==> config.mk <==
export PLATFORM = sky130hd
export DESIGN_NAME = mem_stage
export DESIGN_NICKNAME = d
export VERILOG_FILES = /design/src/rtl/mem_stage.sv
export SDC_FILE = /design/constraint.sdc
export NUM_CORES = 1
export LEC_CHECK = 0
export BUFFER_PORTS_ARGS = -buffer_cell sky130_fd_sc_hd__buf_2
export CAP_MARGIN = 20
export CORE_MARGIN = 1
export CORE_UTILIZATION = 40
export CTS_CLUSTER_DIAMETER = 120
export CTS_CLUSTER_SIZE = 28
export DETAILED_ROUTE_END_ITERATION = 7
export HOLD_SLACK_MARGIN = 0.06
export PLACE_DENSITY_LB_ADDON = 0.2
export SLEW_MARGIN = 20
export SYNTH_ARGS = -nofsm -noshare
export SYNTH_HDL_FRONTEND = slang
export SYNTH_SLANG_ARGS = --single-unit
export TNS_END_PERCENT = 1
==> constraint.sdc <==
create_clock -name clk -period 5.71 [get_ports clk]
set_input_delay 0 -clock clk [delete_from_list [all_inputs] [get_ports clk]]
set_output_delay 0 -clock clk [all_outputs]
set_load 0.05 [all_outputs]
==> src/rtl/mem_stage.sv <==
// Purpose : ex/mem pipeline register plus load/store sequencer towards the memory controller.
// Latency : non-mem op visible on wd_o/wreg_o/wdata_o one edge after acceptance; mem op >= 3 cycles (accept, BUSY, done).
// Backpress: stall_req_o holds upstream while an access is outstanding; rdy=0 freezes every register.
//
// Ports: clk/rst (async active-low), rdy (global hold); ex-side wd_i/wreg_i/wdata_i/aluop_i/
//        mem_addr_i/load_status_i; controller side mem_req_o/mem_we_o/mem_addr_o/mem_wdata_o/
//        mem_len_o with mem_done_i/mem_rdata_i; write-back side wd_o/wreg_o/wdata_o; stall_req_o;
//        misalign_o.
// Optional feature: define MEM_ALIGN_CHECK_EN to suppress misaligned half/word accesses and raise
//        the sticky misalign_o flag; otherwise every access issues and misalign_o stays 0.
// aluop encoding (8 bits): LB 0x20, LH 0x21, LW 0x22, LBU 0x23, LHU 0x24, SB 0x28, SH 0x29, SW 0x2A;
//        any other value is a non-memory op that passes straight through.

module mem_stage #(
    parameter int ADDR_W = 32,
    parameter int DATA_W = 32
) (
    input  logic              clk,
    input  logic              rst,
    input  logic              rdy,
    input  logic [4:0]        wd_i,
    input  logic              wreg_i,
    input  logic [DATA_W-1:0] wdata_i,
    input  logic [7:0]        aluop_i,
    input  logic [ADDR_W-1:0] mem_addr_i,
    input  logic              load_status_i,
    output logic              stall_req_o,
    output logic              mem_req_o,
    output logic              mem_we_o,
    output logic [ADDR_W-1:0] mem_addr_o,
    output logic [DATA_W-1:0] mem_wdata_o,
    output logic [1:0]        mem_len_o,
    input  logic              mem_done_i,
    input  logic [DATA_W-1:0] mem_rdata_i,
    output logic [4:0]        wd_o,
    output logic              wreg_o,
    output logic [DATA_W-1:0] wdata_o,
    output logic              misalign_o
);

    localparam logic [7:0] EX_LB  = 8'h20;
    localparam logic [7:0] EX_LH  = 8'h21;
    localparam logic [7:0] EX_LW  = 8'h22;
    localparam logic [7:0] EX_LBU = 8'h23;
    localparam logic [7:0] EX_LHU = 8'h24;
    localparam logic [7:0] EX_SB  = 8'h28;
    localparam logic [7:0] EX_SH  = 8'h29;
    localparam logic [7:0] EX_SW  = 8'h2A;

    typedef enum logic [0:0] {S_IDLE = 1'b0, S_BUSY = 1'b1} state_e;

    state_e state_q, state_d;

    // Op register (ex/mem boundary)
    logic              op_v_q, op_v_d;
    logic [4:0]        wd_q, wd_d;
    logic              wreg_q, wreg_d;
    logic [DATA_W-1:0] wdata_q, wdata_d;
    logic [7:0]        aluop_q, aluop_d;
    logic [ADDR_W-1:0] addr_q, addr_d;
    logic              ld_q, ld_d;

    // Write-back output register
    logic [4:0]        wd_out_q, wd_out_d;
    logic              wreg_out_q, wreg_out_d;
    logic [DATA_W-1:0] wdata_out_q, wdata_out_d;
    logic              misalign_q, misalign_d;

    // Decode of the held op
    logic              is_mem;
    logic [1:0]        len;
    logic              misaligned;
    logic              mem_go;
    logic              accept;
    logic [DATA_W-1:0] load_data;

    always_comb begin
        is_mem = 1'b0;
        len    = 2'd0;
        case (aluop_q)
            EX_LB, EX_LBU, EX_SB: begin is_mem = 1'b1; len = 2'd0; end
            EX_LH, EX_LHU, EX_SH: begin is_mem = 1'b1; len = 2'd1; end
            EX_LW, EX_SW:         begin is_mem = 1'b1; len = 2'd2; end
            default:              begin is_mem = 1'b0; len = 2'd0; end
        endcase
    end

`ifdef MEM_ALIGN_CHECK_EN
    assign misaligned = ((len == 2'd1) && addr_q[0]) || ((len == 2'd2) && (addr_q[1:0] != 2'b00));
`else
    assign misaligned = 1'b0;
`endif

    // A misaligned op (when checking is built in) is retired in IDLE and never stalls.
    assign mem_go      = op_v_q && is_mem && !misaligned;
    // Stall drops in the done cycle so the next op is latched on the same edge as the result.
    assign stall_req_o = mem_go && !((state_q == S_BUSY) && mem_done_i);
    assign accept      = rdy && !stall_req_o;

    always_comb begin
        case (aluop_q)
            EX_LB:   load_data = {{(DATA_W-8){mem_rdata_i[7]}}, mem_rdata_i[7:0]};
            EX_LBU:  load_data = {{(DATA_W-8){1'b0}}, mem_rdata_i[7:0]};
            EX_LH:   load_data = {{(DATA_W-16){mem_rdata_i[15]}}, mem_rdata_i[15:0]};
            EX_LHU:  load_data = {{(DATA_W-16){1'b0}}, mem_rdata_i[15:0]};
            default: load_data = mem_rdata_i;
        endcase
    end

    // State register
    always_ff @(posedge clk or negedge rst) begin
        if (!rst) begin
            state_q <= S_IDLE;
        end else begin
            state_q <= state_d;
        end
    end

    // Next-state logic; done pulses while rdy=0 are deliberately dropped.
    always_comb begin
        state_d = state_q;
        if (rdy) begin
            case (state_q)
                S_IDLE:  if (mem_go) state_d = S_BUSY;
                S_BUSY:  if (mem_done_i) state_d = S_IDLE;
                default: state_d = S_IDLE;
            endcase
        end
    end

    // Controller-facing outputs are only live in BUSY.
    always_comb begin
        mem_req_o   = 1'b0;
        mem_we_o    = 1'b0;
        mem_addr_o  = '0;
        mem_wdata_o = '0;
        mem_len_o   = 2'd0;
        if (state_q == S_BUSY) begin
            mem_req_o   = 1'b1;
            mem_we_o    = !ld_q;
            mem_addr_o  = addr_q;
            mem_wdata_o = wdata_q;
            mem_len_o   = len;
        end
    end

    // Op register next value
    always_comb begin
        op_v_d  = op_v_q;
        wd_d    = wd_q;
        wreg_d  = wreg_q;
        wdata_d = wdata_q;
        aluop_d = aluop_q;
        addr_d  = addr_q;
        ld_d    = ld_q;
        if (accept) begin
            op_v_d  = 1'b1;
            wd_d    = wd_i;
            wreg_d  = wreg_i;
            wdata_d = wdata_i;
            aluop_d = aluop_i;
            addr_d  = mem_addr_i;
            ld_d    = load_status_i;
        end
    end

    // Write-back register next value
    always_comb begin
        wd_out_d    = wd_out_q;
        wreg_out_d  = wreg_out_q;
        wdata_out_d = wdata_out_q;
        misalign_d  = misalign_q;
        if (rdy) begin
            case (state_q)
                S_IDLE: begin
                    if (op_v_q && is_mem) begin
                        // Bubble while the access runs (or for a suppressed misaligned access).
                        wd_out_d    = '0;
                        wreg_out_d  = 1'b0;
                        wdata_out_d = '0;
                        if (misaligned) misalign_d = 1'b1;
                    end else begin
                        wd_out_d    = wd_q;
                        wreg_out_d  = op_v_q && wreg_q && (wd_q != 5'd0);
                        wdata_out_d = wdata_q;
                    end
                end
                S_BUSY: begin
                    if (mem_done_i) begin
                        wd_out_d = wd_q;
                        if (ld_q) begin
                            // Loads to x0 were still issued for side effects; only the write is dropped.
                            wreg_out_d  = (wd_q != 5'd0);
                            wdata_out_d = load_data;
                        end else begin
                            wreg_out_d  = 1'b0;
                            wdata_out_d = '0;
                        end
                    end
                end
                default: ;
            endcase
        end
    end

    always_ff @(posedge clk or negedge rst) begin
        if (!rst) begin
            op_v_q      <= 1'b0;
            wd_q        <= '0;
            wreg_q      <= 1'b0;
            wdata_q     <= '0;
            aluop_q     <= '0;
            addr_q      <= '0;
            ld_q        <= 1'b0;
            wd_out_q    <= '0;
            wreg_out_q  <= 1'b0;
            wdata_out_q <= '0;
            misalign_q  <= 1'b0;
        end else begin
            op_v_q      <= op_v_d;
            wd_q        <= wd_d;
            wreg_q      <= wreg_d;
            wdata_q     <= wdata_d;
            aluop_q     <= aluop_d;
            addr_q      <= addr_d;
            ld_q        <= ld_d;
            wd_out_q    <= wd_out_d;
            wreg_out_q  <= wreg_out_d;
            wdata_out_q <= wdata_out_d;
            misalign_q  <= misalign_d;
        end
    end

    assign wd_o       = wd_out_q;
    assign wreg_o     = wreg_out_q;
    assign wdata_o    = wdata_out_q;
    assign misalign_o = misalign_q;

endmodule

==> flow_summary.json, run 1 <==
{
  "outcome": "finished clean",
  "dieHeight_um": 118,
  "grt_pass1_wl_mm": 26.4,
  "final_common_cell": "buf_2",
  "crit_path_max_incr_delay_ps": 780,
  "syn_area_um2": 5400,
  "synthTopCellsByArea": "dfrtp_1 55%, mux2_2 10%, and2_1 7.8%, mux2_1 6.3%, nand2_1 3.6%",
  "vias": 5056,
  "p_per_area_nw_per_um2": 339,
  "cts_tree": "yes",
  "die_area_um2": 14000,
  "crit_path_top_delay_cell": "o21ai_4",
  "grt_antenna_before_repair": 0,
  "final_antenna_net_count": 0,
  "path_max_fanout": 35,
  "drc": 0,
  "grt_pass1_vias": 5234,
  "p_leak_nw": 4.07,
  "reg2reg_from": "aluop_q[4]",
  "min_path_type": "input port to asynchronous set/reset pin",
  "clock_tree.root_cell": "clkbuf_16",
  "fin_crit_sh": 0.585,
  "netlist.top_cell.by_area": "dfrtp_1",
  "place_ws_ps": 2110,
  "cp-start-kind": "register",
  "final_cell_mix": "220 x buf_2, 119 x dlygate4sd3_1, 118 x dfrtp_1",
  "port-buffer-count": 221,
  "worstSetupEndpointType": "register",
  "crit_path_cell_trace": "nor4b_4, o2111ai_4, o21ai_4, buf_16, buf_4, mux2_2",
  "finalHoldViolations": 0,
  "rows": 42,
  "period_minus_slack_ps": 3340,
  "yosys_warnings": 0,
  "synth-seq-cells": 119,
  "seqCellArea_um2": 2980,
  "wire_per_inst_um": 16.3,
  "drt_wl_total_mm": 16.3,
  "max-vdd-ir-drop_v": 0.000221,
  "clk_latency_ps": 410,
  "tightest_slew_ps": 1040,
  "final_nets": 925,
  "htreeDepth": 4,
  "rsz0062_at_grt": "no",
  "core_area_um2": 13200,
  "finalMaxSlewViolations": 0,
  "syn_to_final_growth_pct": 55.8,
  "yosysUniqueCellTypes": 35,
  "grtUsageTotal": 0.245,
  "maxCapViolations": 0,
  "setup.worst_path.class": "register to register",
  "cts.sinks": 119,
  "ys_seq_area_frac": 0.552,
  "nFillCells": 1052,
  "num_antenna_cells": 0,
  "multi_input_area_um2": 2250,
  "cts_made_buffers": 17,
  "post-synth-top-area-fraction": 0.552,
  "finClkSkew_ps": 7.38,
  "arrival_ps": 3640,
  "drive_gt1_frac": 0.379,
  "start_util": 0.409,
  "cp_data_required_time_ps": 6010,
  "path_clk_slew_ps": 50,
  "relSlewSlack": 0.309,
  "gp_congestion": 0.805,
  "first_pass_iters": 5,
  "die_w_um": 118,
  "fin_ws_ps": 2370,
  "syn-instance-count": 479,
  "cts_resized": 0,
  "globalRouteOverflowTotal": 0,
  "grt_max_degree": 74,
  "hpwl_mm": 10.1,
  "final.setup.tns_ps": 0,
  "via_per_inst": 5.06,
  "io_pins": 223,
  "drt_iter0_markers": 308,
  "clock_path_buffers": 2,
  "timing.fmax_ghz": 0.299,
  "critPathLaunch": "aluop_q[4]",
  "synth_area_per_cell_um2": 11.3,
  "synth_fp_nets": 594,
  "setup-violations-final": 0
}
==> registers in the layout (all words and copies together), names as in the netlist <==
| register | count |
|---|---|
| addr_q | 32 |
| wdata_o | 32 |
| wdata_q | 32 |
| aluop_q | 8 |
| wd_o | 5 |
| wd_q | 5 |
| ld_q | 1 |
| op_v_q | 1 |
| state_q | 1 |
| wreg_o | 1 |
| wreg_q | 1 |
==> synth_stat cells (all sizes together) <==
master / instances
nor2b: 2
o21a: 1
buf: 10
nand3: 25
a21oi: 9
o2111ai: 2
nor2: 24
inv: 4
or2: 1
a22o: 1
clkbuf: 25
a31oi: 3
o22ai: 2
nand4b: 1
dfrtp: 119
xnor2: 1
conb: 1
a21o: 1
nand2: 52
and2: 67
mux2: 78
mux2i: 2
nand4: 25
nor3: 8
and3: 1
a32oi: 8
nor4b: 2
o21ai: 3
or4: 1
==> what timing repair did <==
item	4_1_cts	5_1_grt
setup buffers	0	0
endpoints found under the hold margin	169	0
hold buffers	119	0
==> area by class of cell <==
type	count	share of cell area
clock buffer	23	0.0568
clock inverter	9	0.00893
timing repair buffer	347	0.285
tap	176	0.0262
sequential	119	0.354
inverter	4	0.00179
multi-input combinational	321	0.267
==> cells by family (layout without fill, tap and decap cells) <==
kind of cell / after synthesis / count (layout) / share of synthesized area
AND/OR/NAND/NOR: 209 / 209 / 0.204
flip-flops: 119 / 119 / 0.552
multiplexers: 80 / 80 / 0.166
buffers and inverters: 39 / 383 / 0.0364
AO/OA/AOI/OAI: 30 / 30 / 0.0394
other: 1 / 1 / 0.000695
XOR/XNOR: 1 / 1 / 0.00162
==> worst paths after layout <==
kind                               end  slack [ps]  depth (start not counted)
max in group asynchronous      state_q        4130                          3
min reg2reg                wdata_o[15]         480                          2
min in group clk            addr_q[27]         340                          3
min                         addr_q[13]         200                          2
max reg2reg                 wdata_q[0]        2370                          6
max                         wdata_q[0]        2370                          6
==> worst max-delay path, delay by kind of cell, from the launching register on <==
kind / cells / cell delay (ps)
and+or+nand+nor: 1 / 440
AOI/OAI and AO/OA: 2 / 1380
DFF: 1 / 400
buffers and inverters: 2 / 600
muxes: 1 / 380
==> metal layers <==
metal | vias up | wire, um | track usage | share of wire
met2 | 236 | 8170 | 0.415 | 0.50
li1 | 2323 | - | - | -
met4 | 0 | 463 | 0.131 | 0.028
met3 | 46 | 1040 | 0.0603 | 0.064
met5 | - | 0 | 0 | 0
met1 | 2451 | 6650 | 0.287 | 0.41
==> report_power, final <==
part | internal [mW] | switching [mW] | total, mW
clock network | 0.627 | 0.369 | 0.996
logic | 0.272 | 0.524 | 0.795
registers | 0.972 | 0.0901 | 1.06
==> per-stage QoR <==
stage	area [um^2]	hold slack (ps)	cells	total power, mW	util
CTS	8350	216	997	2.86	0.633
finish	8410	200	999	2.85	0.637
global placement	6610	96.3	846	1.78	0.501
global route	8410	264	999	2.98	0.637
floorplan	5400	-296	479	1.58	-
detailed placement	6610	106	846	1.79	0.501
(Power assumes the default switching activity.)
==> run 2: changes to the inputs <==
clock period = 3.4 ns   (was 5.71 ns; I/O delays follow)
==> run 2 against run 1 <==
Against the previous run: via count decreased by 3.2%; flip-flop and latch count did not move; sequential power grew 69%; fmax up 35%; highest routed layer unchanged.
==> flow_summary.json, run 2 (synthesis gave the netlist of run 1 again) <==
{
  "cts_tree": "yes",
  "postCtsSetupBuffers": 0,
  "p_leak_nw": 4.06,
  "clock_path_buffers": 2,
  "htreeDepth": 4,
  "path_clk_slew_ps": 50,
  "crit_path_cell_trace": "nor4b_4, o2111ai_4, buf_4, nor2_1, o22ai_1, dlygate4sd3_1",
  "die_w_um": 118,
  "maxCapViolations": 0,
  "rsz0062_at_grt": "no",
  "p_per_area_nw_per_um2": 563,
  "finClkSkew_ps": 4.60,
  "drt_iter0_markers": 277,
  "port-buffer-count": 221,
  "fin_crit_sh": 0.728,
  "cpLargestDelayFamily": "buffers and inverters",
  "min_path_type": "input port to asynchronous set/reset pin",
  "grtUsageTotal": 0.233,
  "hpwl_mm": 10.3,
  "design_area_um2": 8350,
  "globalRouteOverflowTotal": 0,
  "gp_congestion": 0.814,
  "cts.sinks": 119,
  "first_pass_iters": 4,
  "cts_resized": 0,
  "cp_data_required_time_ps": 3680,
  "final_common_cell": "buf_2",
  "reg2reg_setup_slack_ps": 930,
  "drt_wl_total_mm": 16.0,
  "grt_max_degree": 63,
  "final.setup.tns_ps": 0,
  "grt_antenna_before_repair": 0,
  "setup-violations-final": 0,
  "clock_tree.root_cell": "clkbuf_16",
  "grt_pass1_vias": 5053,
  "core_area_um2": 13200,
  "syn_to_final_growth_pct": 54.8,
  "relSlewSlack": 0.307,
  "via_per_inst": 4.90,
  "worstSetupEndpointType": "register",
  "cp_num_buf_inv": 2,
  "vias": 4894,
  "reg2reg_from": "aluop_q[4]",
  "timing.fmax_ghz": 0.404,
  "final_nets": 926,
  "outcome": "finished clean",
  "finalMaxSlewViolations": 0,
  "cts_made_buffers": 17,
  "hold-worst-slack_ps": 220,
  "die_area_um2": 14000,
  "arrival_ps": 2760,
  "final_antenna_net_count": 0,
  "grt_pass1_wl_mm": 25.0,
  "fin_ws_ps": 926,
  "drc": 0,
  "nFillCells": 1059,
  "dieHeight_um": 118,
  "place_area_um2": 6630,
  "cp-start-kind": "register",
  "clk_latency_ps": 410,
  "io_pins": 223,
  "wire_per_inst_um": 16.0,
  "drive_gt1_frac": 0.375,
  "rows": 42,
  "tightest_slew_ps": 1040,
  "setup.worst_path.class": "register to register",
  "crit_path_max_incr_delay_ps": 580,
  "max-vdd-ir-drop_v": 0.000316,
  "place_ws_ps": 916,
  "finalHoldViolations": 0,
  "num_antenna_cells": 0,
  "period_minus_slack_ps": 2470,
  "cts_hold_buf": 119,
  "start_util": 0.409,
  "path_max_fanout": 34,
  "crit_path_top_delay_cell": "dlygate4sd3_1",
  "critPathLaunch": "aluop_q[4]",
  "final_cell_mix": "220 x buf_2, 119 x dlygate4sd3_1, 118 x dfrtp_1"
}
[run 2: changes by cell type in the layout (fill, tap and decap cells not counted), sizes merged]
| cell | previous run | this run |
|---|---|---|
| buf | 228 | 229 |
| bufinv | 1 | 0 |
| clkbuf | 23 | 28 |
| clkinv | 6 | 3 |
| clkinvlp | 2 | 0 |
[run 2: power breakdown]
part	total (mW)	internal (mW)	switching, mW
clock network	1.59	1.02	0.574
logic	1.32	0.448	0.870
registers	1.79	1.63	0.158
[run 2: per-stage QoR]
stage / power [mW] / std cells / utilization
after floorplan: 2.66 / 479 / -
after global placement: 2.99 / 849 / 0.503
after detailed placement: 3.02 / 849 / 0.503
after CTS: 4.74 / 999 / 0.633
after global routing: 4.91 / 999 / 0.633
final: 4.70 / 999 / 0.633
[run 2: worst paths after layout]
path	endpoint	cells after the start
min in group clk	addr_q[27]	3
worst min-delay path	addr_q[22]	2
worst min register to register	addr_q[10]	1
worst max register to register	aluop_q[6]	6
worst max-delay path	aluop_q[6]	6
max in group asynchronous	wdata_o[22]	3
[run 2: layer usage]
layer | part of all wire | wire length, um | global-route usage | up-vias
li1 | - | - | - | 2316
met1 | 0.41 | 6520 | 0.271 | 2337
met2 | 0.50 | 7970 | 0.399 | 203
met3 | 0.066 | 1050 | 0.0618 | 38
met4 | 0.028 | 442 | 0.110 | 0
met5 | 0 | 0 | 0 | -
[run 2: final cells by class]
class | count | area, um^2 | area share
Sequential cell | 119 | 2980 | 0.357
Inverter | 4 | 15.0 | 0.00180
Tap cell | 176 | 220 | 0.0264
Clock inverter | 3 | 15.0 | 0.00180
Multi-Input combinational cell | 321 | 2250 | 0.269
Clock buffer | 28 | 517 | 0.0619
Timing Repair Buffer | 348 | 2360 | 0.282
==> run 3: changes to the inputs <==
ABC_AREA = 1   (was default)
clock period = 2.3 ns   (was 3.4 ns; I/O delays follow)
==> run 3 against run 2 <==
Against the previous run: flip-flop and latch count is the same; largest cell class unchanged; hold slack got worse by 95 ps; combinational power increased by 97%; clock power grew 51%; die area up 14%; area after synthesis increased by 15%; sequential power rose by 47%; utilization fell by 2.6 points; final cell count grew 41%; critical path type is now register to output port; wire length grew 20%; setup slack got worse by 770 ps; critical path depth increased by 3.
==> flow_summary.json, run 3 <==
{
  "cp_data_required_time_ps": 2300,
  "cpLargestDelayFamily": "simple AND/OR/NAND/NOR gates",
  "gp_congestion": 0.808,
  "relSlewSlack": 0.318,
  "final_cell_count_no_fill": 1406,
  "outcome": "finished clean",
  "syn-instance-count": 891,
  "p_leak_nw": 5.61,
  "die_w_um": 126,
  "syn_to_final_growth_pct": 48.8,
  "crit_path_cell_trace": "inv_1, nand2_1, nor2_1, nand3_2, nand3_2, nand3_4, buf_16, inv_1, clkbuf_4",
  "start_util": 0.408,
  "finalMaxSlewViolations": 0,
  "synth_edf_count": 0,
  "drt_iter0_markers": 442,
  "netlist.top_cell.by_area": "dfrtp_1",
  "clock_tree.root_cell": "clkbuf_16",
  "first_pass_iters": 4,
  "final_common_cell": "nand2_1",
  "htreeDepth": 4,
  "path_clk_slew_ps": 50,
  "drt_wl_total_mm": 19.3,
  "maxCapViolations": 0,
  "max-vdd-ir-drop_v": 0.000537,
  "post-synth-top-area-fraction": 0.481,
  "grtUsageTotal": 0.244,
  "setup-violations-final": 0,
  "cp-start-kind": "register",
  "ys.flop_type": "dfrtp_1",
  "drive_gt1_frac": 0.229,
  "cp_num_buf_inv": 4,
  "synth_fp_nets": 1006,
  "period_minus_slack_ps": 2140,
  "async_flop_share": 1.00,
  "finalHoldViolations": 0,
  "crit_path_top_delay_cell": "dfrtp_1",
  "grt_pass1_vias": 6202,
  "dieHeight_um": 126,
  "hpwl_mm": 11.3,
  "core_area_um2": 15100,
  "drc": 0,
  "cts_tree": "yes",
  "finClkSkew_ps": 6.05,
  "power_mw": 7.63,
  "cts_made_buffers": 17,
  "min_path_type": "input port to register",
  "setup.worst_path.class": "register to output port",
  "nFillCells": 1353,
  "path_max_fanout": 40,
  "yosysUniqueCellTypes": 23,
  "synth_most_common_cell": "nand2_1",
  "tightest_slew_ps": 1020,
  "synth_area_per_cell_um2": 6.94,
  "crit_path_max_incr_delay_ps": 410,
  "grt_antenna_before_repair": 0,
  "grt_pass1_wl_mm": 30.8,
  "synth_commonest_cells": "400 x nand2_1, 119 x dfrtp_1, 109 x inv_1, 106 x nand3_1, 54 x nor2_1",
  "rows": 45,
  "globalRouteOverflowTotal": 0,
  "timing.fmax_ghz": 0.468,
  "p_per_area_nw_per_um2": 829,
  "fin_crit_sh": 0.930,
  "clk_latency_ps": 410,
  "postCtsSetupBuffers": 0,
  "die_area_um2": 16000,
  "port-buffer-count": 221,
  "grt_max_degree": 81,
  "worstSetupEndpointType": "output port",
  "arrival_ps": 2140,
  "yosys_warnings": 0,
  "synth-seq-cells": 119,
  "synthTopCellsByArea": "dfrtp_1 48%, nand2_1 24%, nand3_1 8.6%, inv_1 6.6%, nor2_1 3.3%",
  "placed_cells": 1259,
  "cts.sinks": 119,
  "clock_path_buffers": 2,
  "hold-worst-slack_ps": 125,
  "final_nets": 1319,
  "final_antenna_net_count": 0,
  "io_pins": 223,
  "vias": 6619,
  "wire_per_inst_um": 13.7,
  "via_per_inst": 4.71,
  "syn_area_um2": 6190,
  "final_cell_mix": "400 x nand2_1, 218 x buf_2, 117 x dfrtp_1",
  "ys_seq_area_frac": 0.481
}
## run 3: cell count changes in the layout (fill, tap and decap cells not counted), moves of 9 or more
| cell | before | now |
|---|---|---|
| inv_1 | 4 | 108 |
| nand2_1 | 52 | 400 |
| nand3b_1 | 0 | 16 |
| nand3_1 | 25 | 106 |
| nor2_1 | 24 | 52 |
| a21oi_1 | 9 | 18 |
| nand4_1 | 25 | 0 |
| mux2_2 | 48 | 0 |
| and2_1 | 67 | 0 |
| mux2_1 | 30 | 0 |
## run 3: metal layers
metal / vias up / GRT usage / share of wire
li1: 3324 / - / -
met1: 3056 / 0.319 / 0.46
met2: 222 / 0.408 / 0.48
met3: 17 / 0.0489 / 0.052
met4: 0 / 0.0794 / 0.013
met5: - / 0 / 0
## run 3: timing repair
action                                  4_1_cts  5_1_grt
hold endpoints to repair                    215        0
endpoints found under the setup margin        0        1
resized for setup                             0        8
hold buffers                                113        0
## run 3: logic make-up (layout without fill, tap and decap cells)
logic type      Yosys count  count (layout)  share of synthesized area
other cells               1               2                   0.000606
compound gates           22              22                     0.0182
flops                   119             119                      0.481
buf+inv                 165             491                      0.107
simple gates            584             584                      0.392
## run 3: final timing paths
kind	startpoint	end	slack [ps]	cells past startpoint
max	aluop_q[4]	stall_req_o	160	9
max reg2reg	aluop_q[2]	wdata_o[23]	270	11
min	mem_done_i	state_q	130	4
max in group asynchronous	rst	state_q	1520	3
min in group asynchronous	rst	wdata_q[5]	140	2
min reg2reg	addr_q[2]	addr_q[2]	470	2
## run 3: metrics by stage
step	instance area, um^2	TNS, ps	util	worst slack [ps]
2_1_floorplan	6190	0	-	278
3_3_place_gp	7480	0	0.494	362
3_5_place_dp	7480	0	0.494	288
4_1_cts	9150	0	0.604	53.5
5_1_grt	9200	-1.20	0.608	-1.20
6_report	9210	0	0.608	161
## run 3: layout make-up
cell class / count / area [um^2] / area share
diodes: 1 / 2.50 / 0.000272
clock buffers: 23 / 488 / 0.0530
clock inverters: 9 / 50.0 / 0.00544
inverters: 110 / 413 / 0.0449
multi-input cells: 607 / 2580 / 0.280
flip-flops and latches: 119 / 2980 / 0.324
well taps: 188 / 235 / 0.0256
repair buffers: 349 / 2460 / 0.267
## run 3: worst register-to-register path: cells and delay by family, from the launching register on
family,cells,cell delay (ps)
flops,1,430
buf+inv,1,210
simple gates,10,1290
## run 3: report_power, final
group | internal, mW | switching [mW]
combinational | 0.738 | 1.86
clock | 1.48 | 0.924
sequential | 2.42 | 0.213
total | 4.64 | 3.00
